## src/rtl/alu_sched.sv

```systemverilog
// Round-robin sequencer sharing one combinational ALU between two requesters.
// Operands are held for a per-opcode number of cycles before the result is captured.
module alu_sched #(
  parameter int unsigned FLOAT_LAT = 3
) (
  input  logic        clk,
  input  logic        reset,
  input  logic        req0_valid,
  output logic        req0_ready,
  input  logic [4:0]  req0_op,
  input  logic [15:0] req0_a,
  input  logic [15:0] req0_b,
  input  logic        req1_valid,
  output logic        req1_ready,
  input  logic [4:0]  req1_op,
  input  logic [15:0] req1_a,
  input  logic [15:0] req1_b,
  output logic [4:0]  alu_op,
  output logic [15:0] alu_in1,
  output logic [15:0] alu_in2,
  input  logic [15:0] alu_result,
  output logic        rsp_valid,
  output logic        rsp_id,
  output logic [15:0] rsp_data,
  input  logic        rsp_ready
);

  localparam logic [3:0] FloatCnt = 4'(FLOAT_LAT - 1);

  typedef enum logic [1:0] {StIdle, StExec, StDone} state_e;

  state_e      state_q, state_d;
  logic [3:0]  cnt_q, cnt_d;
  logic        last_grant_q, last_grant_d;
  logic [4:0]  alu_op_q, alu_op_d;
  logic [15:0] alu_in1_q, alu_in1_d;
  logic [15:0] alu_in2_q, alu_in2_d;
  logic        rsp_valid_q, rsp_valid_d;
  logic        rsp_id_q, rsp_id_d;
  logic [15:0] rsp_data_q, rsp_data_d;

  logic        grant;
  logic        accept;
  logic [4:0]  sel_op;
  logic [15:0] sel_a, sel_b;

  function automatic logic is_float(input logic [4:0] op);
    case (op)
      5'h01, 5'h02, 5'h03, 5'h0A, 5'h0B: is_float = 1'b1;
      default:                           is_float = 1'b0;
    endcase
  endfunction

  // On a tie the requester that did not win last time gets the ALU.
  always_comb begin
    grant = req1_valid;
    if (req0_valid && req1_valid) begin
      grant = ~last_grant_q;
    end
    req0_ready = (state_q == StIdle) && req0_valid && !grant && reset;
    req1_ready = (state_q == StIdle) && req1_valid && grant && reset;
    accept     = req0_ready | req1_ready;
    sel_op     = grant ? req1_op : req0_op;
    sel_a      = grant ? req1_a  : req0_a;
    sel_b      = grant ? req1_b  : req0_b;
  end

  always_comb begin
    state_d      = state_q;
    cnt_d        = cnt_q;
    last_grant_d = last_grant_q;
    alu_op_d     = alu_op_q;
    alu_in1_d    = alu_in1_q;
    alu_in2_d    = alu_in2_q;
    rsp_valid_d  = rsp_valid_q;
    rsp_id_d     = rsp_id_q;
    rsp_data_d   = rsp_data_q;
    case (state_q)
      StIdle: begin
        if (accept) begin
          alu_op_d     = sel_op;
          alu_in1_d    = sel_a;
          alu_in2_d    = sel_b;
          rsp_id_d     = grant;
          last_grant_d = grant;
          cnt_d        = is_float(sel_op) ? FloatCnt : 4'd0;
          state_d      = StExec;
        end
      end
      StExec: begin
        if (cnt_q != 4'd0) begin
          cnt_d = cnt_q - 4'd1;
        end else begin
          rsp_data_d  = alu_result;
          rsp_valid_d = 1'b1;
          state_d     = StDone;
        end
      end
      StDone: begin
        if (rsp_ready) begin
          rsp_valid_d = 1'b0;
          state_d     = StIdle;
        end
      end
      default: state_d = StIdle;
    endcase
  end

  always_ff @(posedge clk or negedge reset) begin
    if (!reset) begin
      state_q      <= StIdle;
      cnt_q        <= 4'd0;
      last_grant_q <= 1'b1;
      alu_op_q     <= 5'd0;
      alu_in1_q    <= 16'd0;
      alu_in2_q    <= 16'd0;
      rsp_valid_q  <= 1'b0;
      rsp_id_q     <= 1'b0;
      rsp_data_q   <= 16'd0;
    end else begin
      state_q      <= state_d;
      cnt_q        <= cnt_d;
      last_grant_q <= last_grant_d;
      alu_op_q     <= alu_op_d;
      alu_in1_q    <= alu_in1_d;
      alu_in2_q    <= alu_in2_d;
      rsp_valid_q  <= rsp_valid_d;
      rsp_id_q     <= rsp_id_d;
      rsp_data_q   <= rsp_data_d;
    end
  end

  assign alu_op    = alu_op_q;
  assign alu_in1   = alu_in1_q;
  assign alu_in2   = alu_in2_q;
  assign rsp_valid = rsp_valid_q;
  assign rsp_id    = rsp_id_q;
  assign rsp_data  = rsp_data_q;

endmodule

```

## config.mk

```make
export PLATFORM = sky130hd
export DESIGN_NAME = alu_sched
export DESIGN_NICKNAME = d
export VERILOG_FILES = /design/src/rtl/alu_sched.sv
export SDC_FILE = /design/constraint.sdc
export NUM_CORES = 1
export LEC_CHECK = 0
export ABC_AREA = 1
export ABC_CLOCK_PERIOD_IN_PS = 1550
export CAP_MARGIN = 30
export CORE_ASPECT_RATIO = 0.6
export CORE_MARGIN = 1.5
export CORE_UTILIZATION = 39
export CTS_BUF_LIST = sky130_fd_sc_hd__clkbuf_8 sky130_fd_sc_hd__clkbuf_16
export DETAILED_ROUTE_END_ITERATION = 8
export PLACE_DENSITY = 0.89
export SETUP_SLACK_MARGIN = 0.02
export SLEW_MARGIN = 5
export SYNTH_ARGS = -nofsm -noshare
export SYNTH_HDL_FRONTEND = slang
export SYNTH_SLANG_ARGS = --single-unit
```

## constraint.sdc

```tcl
create_clock -name clk -period 1.55 [get_ports clk]
set_input_delay 0.31 -clock clk [delete_from_list [all_inputs] [get_ports clk]]
set_output_delay 0.31 -clock clk [all_outputs]
set_load 0.05 [all_outputs]
```

; Yosys cells after proc, flatten, opt, wreduce, memory -nomap -nowiden
; Index checks and enable logic that the tools add are counted.
[classes]
add_sub_neg = 1
mux = 18
reduce_logical = 18
eq_ne = 11
bitwise_logic = 3
[ops]
columns = op, n
row1 = two-way mux 16 bit, 2
row2 = "== test 5 x 2 -> 1 bit, second input constant", 2
row3 = "== test 5 x 4 -> 1 bit, second input constant", 2
row4 = AND reduction 3 bit, 3
row5 = two-way mux 2 bit, 4
row6 = two-way mux 4 bit, 2
row7 = "inequality test 2 bit, second input constant", 4
row8 = case mux 4 bit (2 select lines), 1
row9 = logical AND 1 bit, 7
row10 = two-way mux 1 bit, 6
row11 = case mux 2 bit (3 select lines), 1
row12 = "== test 5 x 1 -> 1 bit, second input constant", 1
row13 = two-way mux 5 bit, 1
row14 = OR reduction 5 bit, 1
row15 = AND reduction 2 bit, 2
row16 = nonzero test 2 bit, 2
row17 = nonzero test 4 bit, 1
row18 = "subtractor 4 x 1 -> 4 bit, second input constant", 1
row19 = "== test 2 x 1 -> 1 bit, second input constant", 1
row20 = "== test 2 bit, second input constant", 1
row21 = logical NOT 2 bit, 1
row22 = inverter 1 bit, 2
row23 = case mux 1 bit (2 select lines), 1
row24 = logical NOT 1 bit, 1
row25 = bitwise OR 1 bit, 1
[word_totals]
reg_bits = 62
elab_cells = 60
input_bits = 95
output_inout_bits = 57

; Logic depth before layout (Yosys ltp)
[logic_depth]
ltp_word = 11
depth_mapped = 11
ltp_nobuf = 10

; Worst setup path after synthesis
; No wires, ideal clock.
[synth_timing]
path_kind = register to output
from = reg last_grant_q
to = out req0_ready
arrival_ps = 1170
required_time_ps = 1240
setup_slack_ps = 70
stages_incl_launch_ff = 5
path_buffers = 0
cell_sequence = dfstp_2 > nand2_2 > nand2_2 > nand4_1 > inv_1
[synth_between]
elab_chain_len = 5
[synth_rtl]
columns = item, line
row1 = start: declaration, 34  ; logic last_grant_q, last_grant_d;
row2 = start signal: assignment, 123  ; last_grant_q <= last_grant_d;
row3 = inverter 1 bit, 58  ; grant = ~last_grant_q;
row4 = two-way mux 1 bit, 57  ; if (req0_valid && req1_valid) begin
row5 = logical NOT 1 bit, 60  ; req0_ready = (state_q == StIdle) && req0_valid && !grant && reset;
row6 = logical AND 1 bit (2 in series), 60
row7 = end: declaration, 9  ; output logic req0_ready,
; No other way between the ends.

; Worst setup path in the final report
[layout_timing]
from = reg state_q[1]
to = reg alu_in2_q[5], in the netlist alu_in2[5]
[layout_between]
elab_chain_len = 6
word_cells_on_any_way = 9
cone_classes = 1 x bitwise / 8 x reduce/logical
[layout_rtl]
columns = item, line
row1 = start: declaration, 32  ; state_e state_q, state_d;
row2 = start signal: assignment, 111  ; state_q <= StIdle;
row3 = start signal: assignment, 121  ; state_q <= state_d;
row4 = logical NOT 2 bit *, "60, 61, 78"
row5 = "logical AND 1 bit, on equally long branches (3 in series)", "60, 61"
row6 = bitwise OR 1 bit, 62  ; accept = req0_ready | req1_ready;
row7 = AND reduction 2 bit (no source line) *, n/a
row8 = end signal: assignment, 126  ; alu_in2_q <= alu_in2_d;
row9 = end: declaration, 37  ; logic [15:0] alu_in2_q, alu_in2_d;
; Every way passes the cells marked *; elsewhere a longest branch is shown, timed or not.
; A chain may end at the register's enable or synchronous reset.

==> metrics.cfg <==
[outcome]
status = finished, violations left
violations = setup timing

[sta]
hold_violations = 0
finalCritPeriodShare_pct = 115.2
holdWs_ps = 86.11
worst_pin_slew_ps = 428.3
rsz0062_at_grt = true
final.setup.worst_slack_ps = -235.1
setup_viol = 46
tns_ps = -8112
fin_worst_skew_ps = 8.182
fmax_mhz = 560.2
fin_crit_ps = 1785
drv_slew = 0
max-slew-margin-rel_pct = 71.45

[worst_setup_path]
start_kind = flip-flop
cp.arrival_ps = 2010
crit_cells = 8
rr_endpoint = alu_in2[5]$_DFFE_PN0P_
crit_end = alu_in2[5]$_DFFE_PN0P_
ff2ff_setup_slack_ps = -240
cp.required_ps = 1780
r2r_cells = 8
crit_chain = nor2_2 > nand4_1 > buf_4 > nand2_8 > buf_12 > buf_12 > nor2_2 > a31oi_1
endpoint_kind = flip-flop
cp_slowest_cell = dfrtp_1
critical_path.top_delay_family = simple AND/OR/NAND/NOR gates
startpoint = state_q[1]$_DFFE_PN0P_
critical_path_buf_inv_count = 3
cp_max_fo = 7
critPathMaxStageDelay_ps = 470
crit_type = reg2reg
rr_startpoint = state_q[1]$_DFFE_PN0P_

[yosys]
yosysSeqAreaShare_pct = 56.03
synth_warnings = 0
async_flop_share_pct = 100.0
synth_ff_type = dfrtp_1
ys_ff_latch = 62
syn_inst = 299
synth_nets = 395
syn_area_sq_mm = 0.002771
synth_cell_type_count = 26
syn_area_per_cell_sq_um = 9.269
synth_edf_count = 0

[clock_network]
numCtsBuffers = 9
cts_tree = built
h-tree-depth = 3
cts_hold_buf = 0
clk_latency_ps = 320
path_clk_slew_ps = 60
cts.sink_count = 62
clock_tree.root_cell = clkbuf_16
clock_path_buffers = 2

[global_route]
grt_usage_pct = 25.86
grt_pass1_wl_um = 14880
grt_max_degree = 34
overflow = 0
grt_pass1_vias = 2993
antenna_found_initial = 0

[place]
place.gp.congestion = 0.8083
hpwl_um = 6415
portBuffers = 151
placed_cells = 540

[job]
cap_violations = 0

[die]
ios = 152
initial_core_util_pct = 40.98
die_x_um = 111.8
num_rows = 23
die_y_um = 68.30
core_area_sq_mm = 0.006763
die-area_sq_mm = 0.007637

[cells_and_area]
final_cells = 579
drive_above_1_share_pct = 36.79
nNetsFinal = 583
areaGrowthSynthToFinish_pct = 111.3
n_antenna_cell = 0

[pwr]
leakage_nw = 2.560
ir_drop_uv = 2001
p_per_area_mw_per_mm2 = 2428

[route]
finalWirelength_um = 11710
vias_per_cell = 5.413
vias = 3134
drt-pass1-iter-count = 4
ant_nets = 0
wl_per_cell_um = 20.22
first_iter_violations = 205
drcViolationCount = 0

[worst_hold_path]
holdCritPathClass = in2async

cell usage after synthesis (2+ instances only):
cell type | number | area [sq um]
nand2_1 | 93 | 349.1
dfrtp_1 | 61 | 1526
nor2_1 | 39 | 146.4
a31oi_1 | 35 | 219.0
inv_1 | 11 | 41.29
buf_2 | 8 | 40.04
mux2_1 | 8 | 90.09
mux2_2 | 8 | 90.09
nand3_1 | 6 | 30.03
o21ai_0 | 6 | 30.03
buf_6 | 4 | 45.04
clkbuf_1 | 3 | 11.26
a21oi_1 | 2 | 10.01
inv_2 | 2 | 7.510
nand2_2 | 2 | 12.51
metal layers:
layer | vias up | track usage [%] | wire [um]
met5 | - | 0 | 0
li1 | 1371 | - | -
met1 | 1543 | 30.70 | 4674
met4 | 0 | 13.92 | 494
met3 | 49 | 6.820 | 766
met2 | 171 | 44.36 | 5770
worst min-delay path by stage:
stage | start | endpoint | slack, ps | cells past startpoint
2_1_floorplan | reset | alu_in1[0]$_DFFE_PN0P_ | 10 | 0
3_3_place_gp | reset | state_q[0]$_DFFE_PN0P_ | 400 | 2
6_report | reset | alu_op[4]$_DFFE_PN0P_ | 90 | 2
5_1_grt | reset | alu_op[4]$_DFFE_PN0P_ | 130 | 2
3_5_place_dp | reset | alu_op[1]$_DFFE_PN0P_ | 410 | 2
4_1_cts | reset | alu_in1[10]$_DFFE_PN0P_ | 90 | 2
area by class of cell:
| class | instances | area [sq um] |
|---|---|---|
| multi-input combinational | 209 | 1394 |
| fill | 329 | 905.9 |
| clock buffer | 10 | 239.0 |
| inverter | 13 | 48.80 |
| clock inverter | 6 | 77.57 |
| timing repair buffer | 192 | 2436 |
| tap | 87 | 108.9 |
| sequential | 62 | 1553 |
worst register-to-register path, stage by stage, from the launching register on:
cell	delay (ps)
dfrtp_1	470
nor2_2	210
nand4_1	200
buf_4	210
nand2_8	100
buf_12	130
buf_12	140
nor2_2	40
a31oi_1	190
where the power goes:
group / switching [mW] / internal (mW)
clock network: 0.720 / 1.43
logic: 4.66 / 4.00
registers: 0.975 / 2.43
metrics by stage:
| step | cell area [sq um] | setup slack (ps) | total power, mW | util, % |
|---|---|---|---|---|
| 2_1_floorplan | 2771 | 69.55 | 6.885 | - |
| 3_3_place_gp | 4821 | -199.3 | 10.26 | 71.29 |
| 3_5_place_dp | 4821 | -309.9 | 10.47 | 71.29 |
| 4_1_cts | 5451 | -173.5 | 13.18 | 80.61 |
| 5_1_grt | 5857 | -288.3 | 14.67 | 86.61 |
| 6_report | 5857 | -235.1 | 14.22 | 86.61 |
what timing repair did:
| action | CTS | global route |
|---|---|---|
| setup buffers | 9 | 8 |
| setup endpoints to repair | 34 | 62 |
| resized for setup | 25 | 66 |
| pin swaps | 4 | 6 |
| endpoints found under the hold margin | 0 | 0 |
| gates cloned | 5 | 4 |
cells by family (layout without fill, tap and decap cells):
group,after synthesis,count (layout),synth area share [%]
AND/OR/NAND/NOR,148,148,22.17
flip-flops,62,62,56.03
AO/OA/AOI/OAI,44,44,9.616
buffers and inverters,28,221,5.237
multiplexers,16,16,6.501
adder cells (fa/ha/maj),1,1,0.4514
flip-flops by register name (all words and copies together) (netlist names):
| signal | cells |
|---|---|
| rsp_valid | 1 |
| alu_op | 5 |
| alu_in2 | 16 |
| state_q | 2 |
| rsp_id | 1 |
| last_grant_q | 1 |
| cnt_q | 4 |
| rsp_data | 16 |
| alu_in1 | 16 |
cell usage in the layout (no fill, tap or decap), types with 10 or more instances in the layout:
cell type / count
nor2_4: 21
nand2_1: 92
a31oi_1: 26
buf_4: 36
nor2_2: 16
clkdlybuf4s50_1: 92
buf_12: 49
inv_1: 10
dfrtp_1: 61
clkbuf_16: 13
Power figures use the tool's default switching activity.
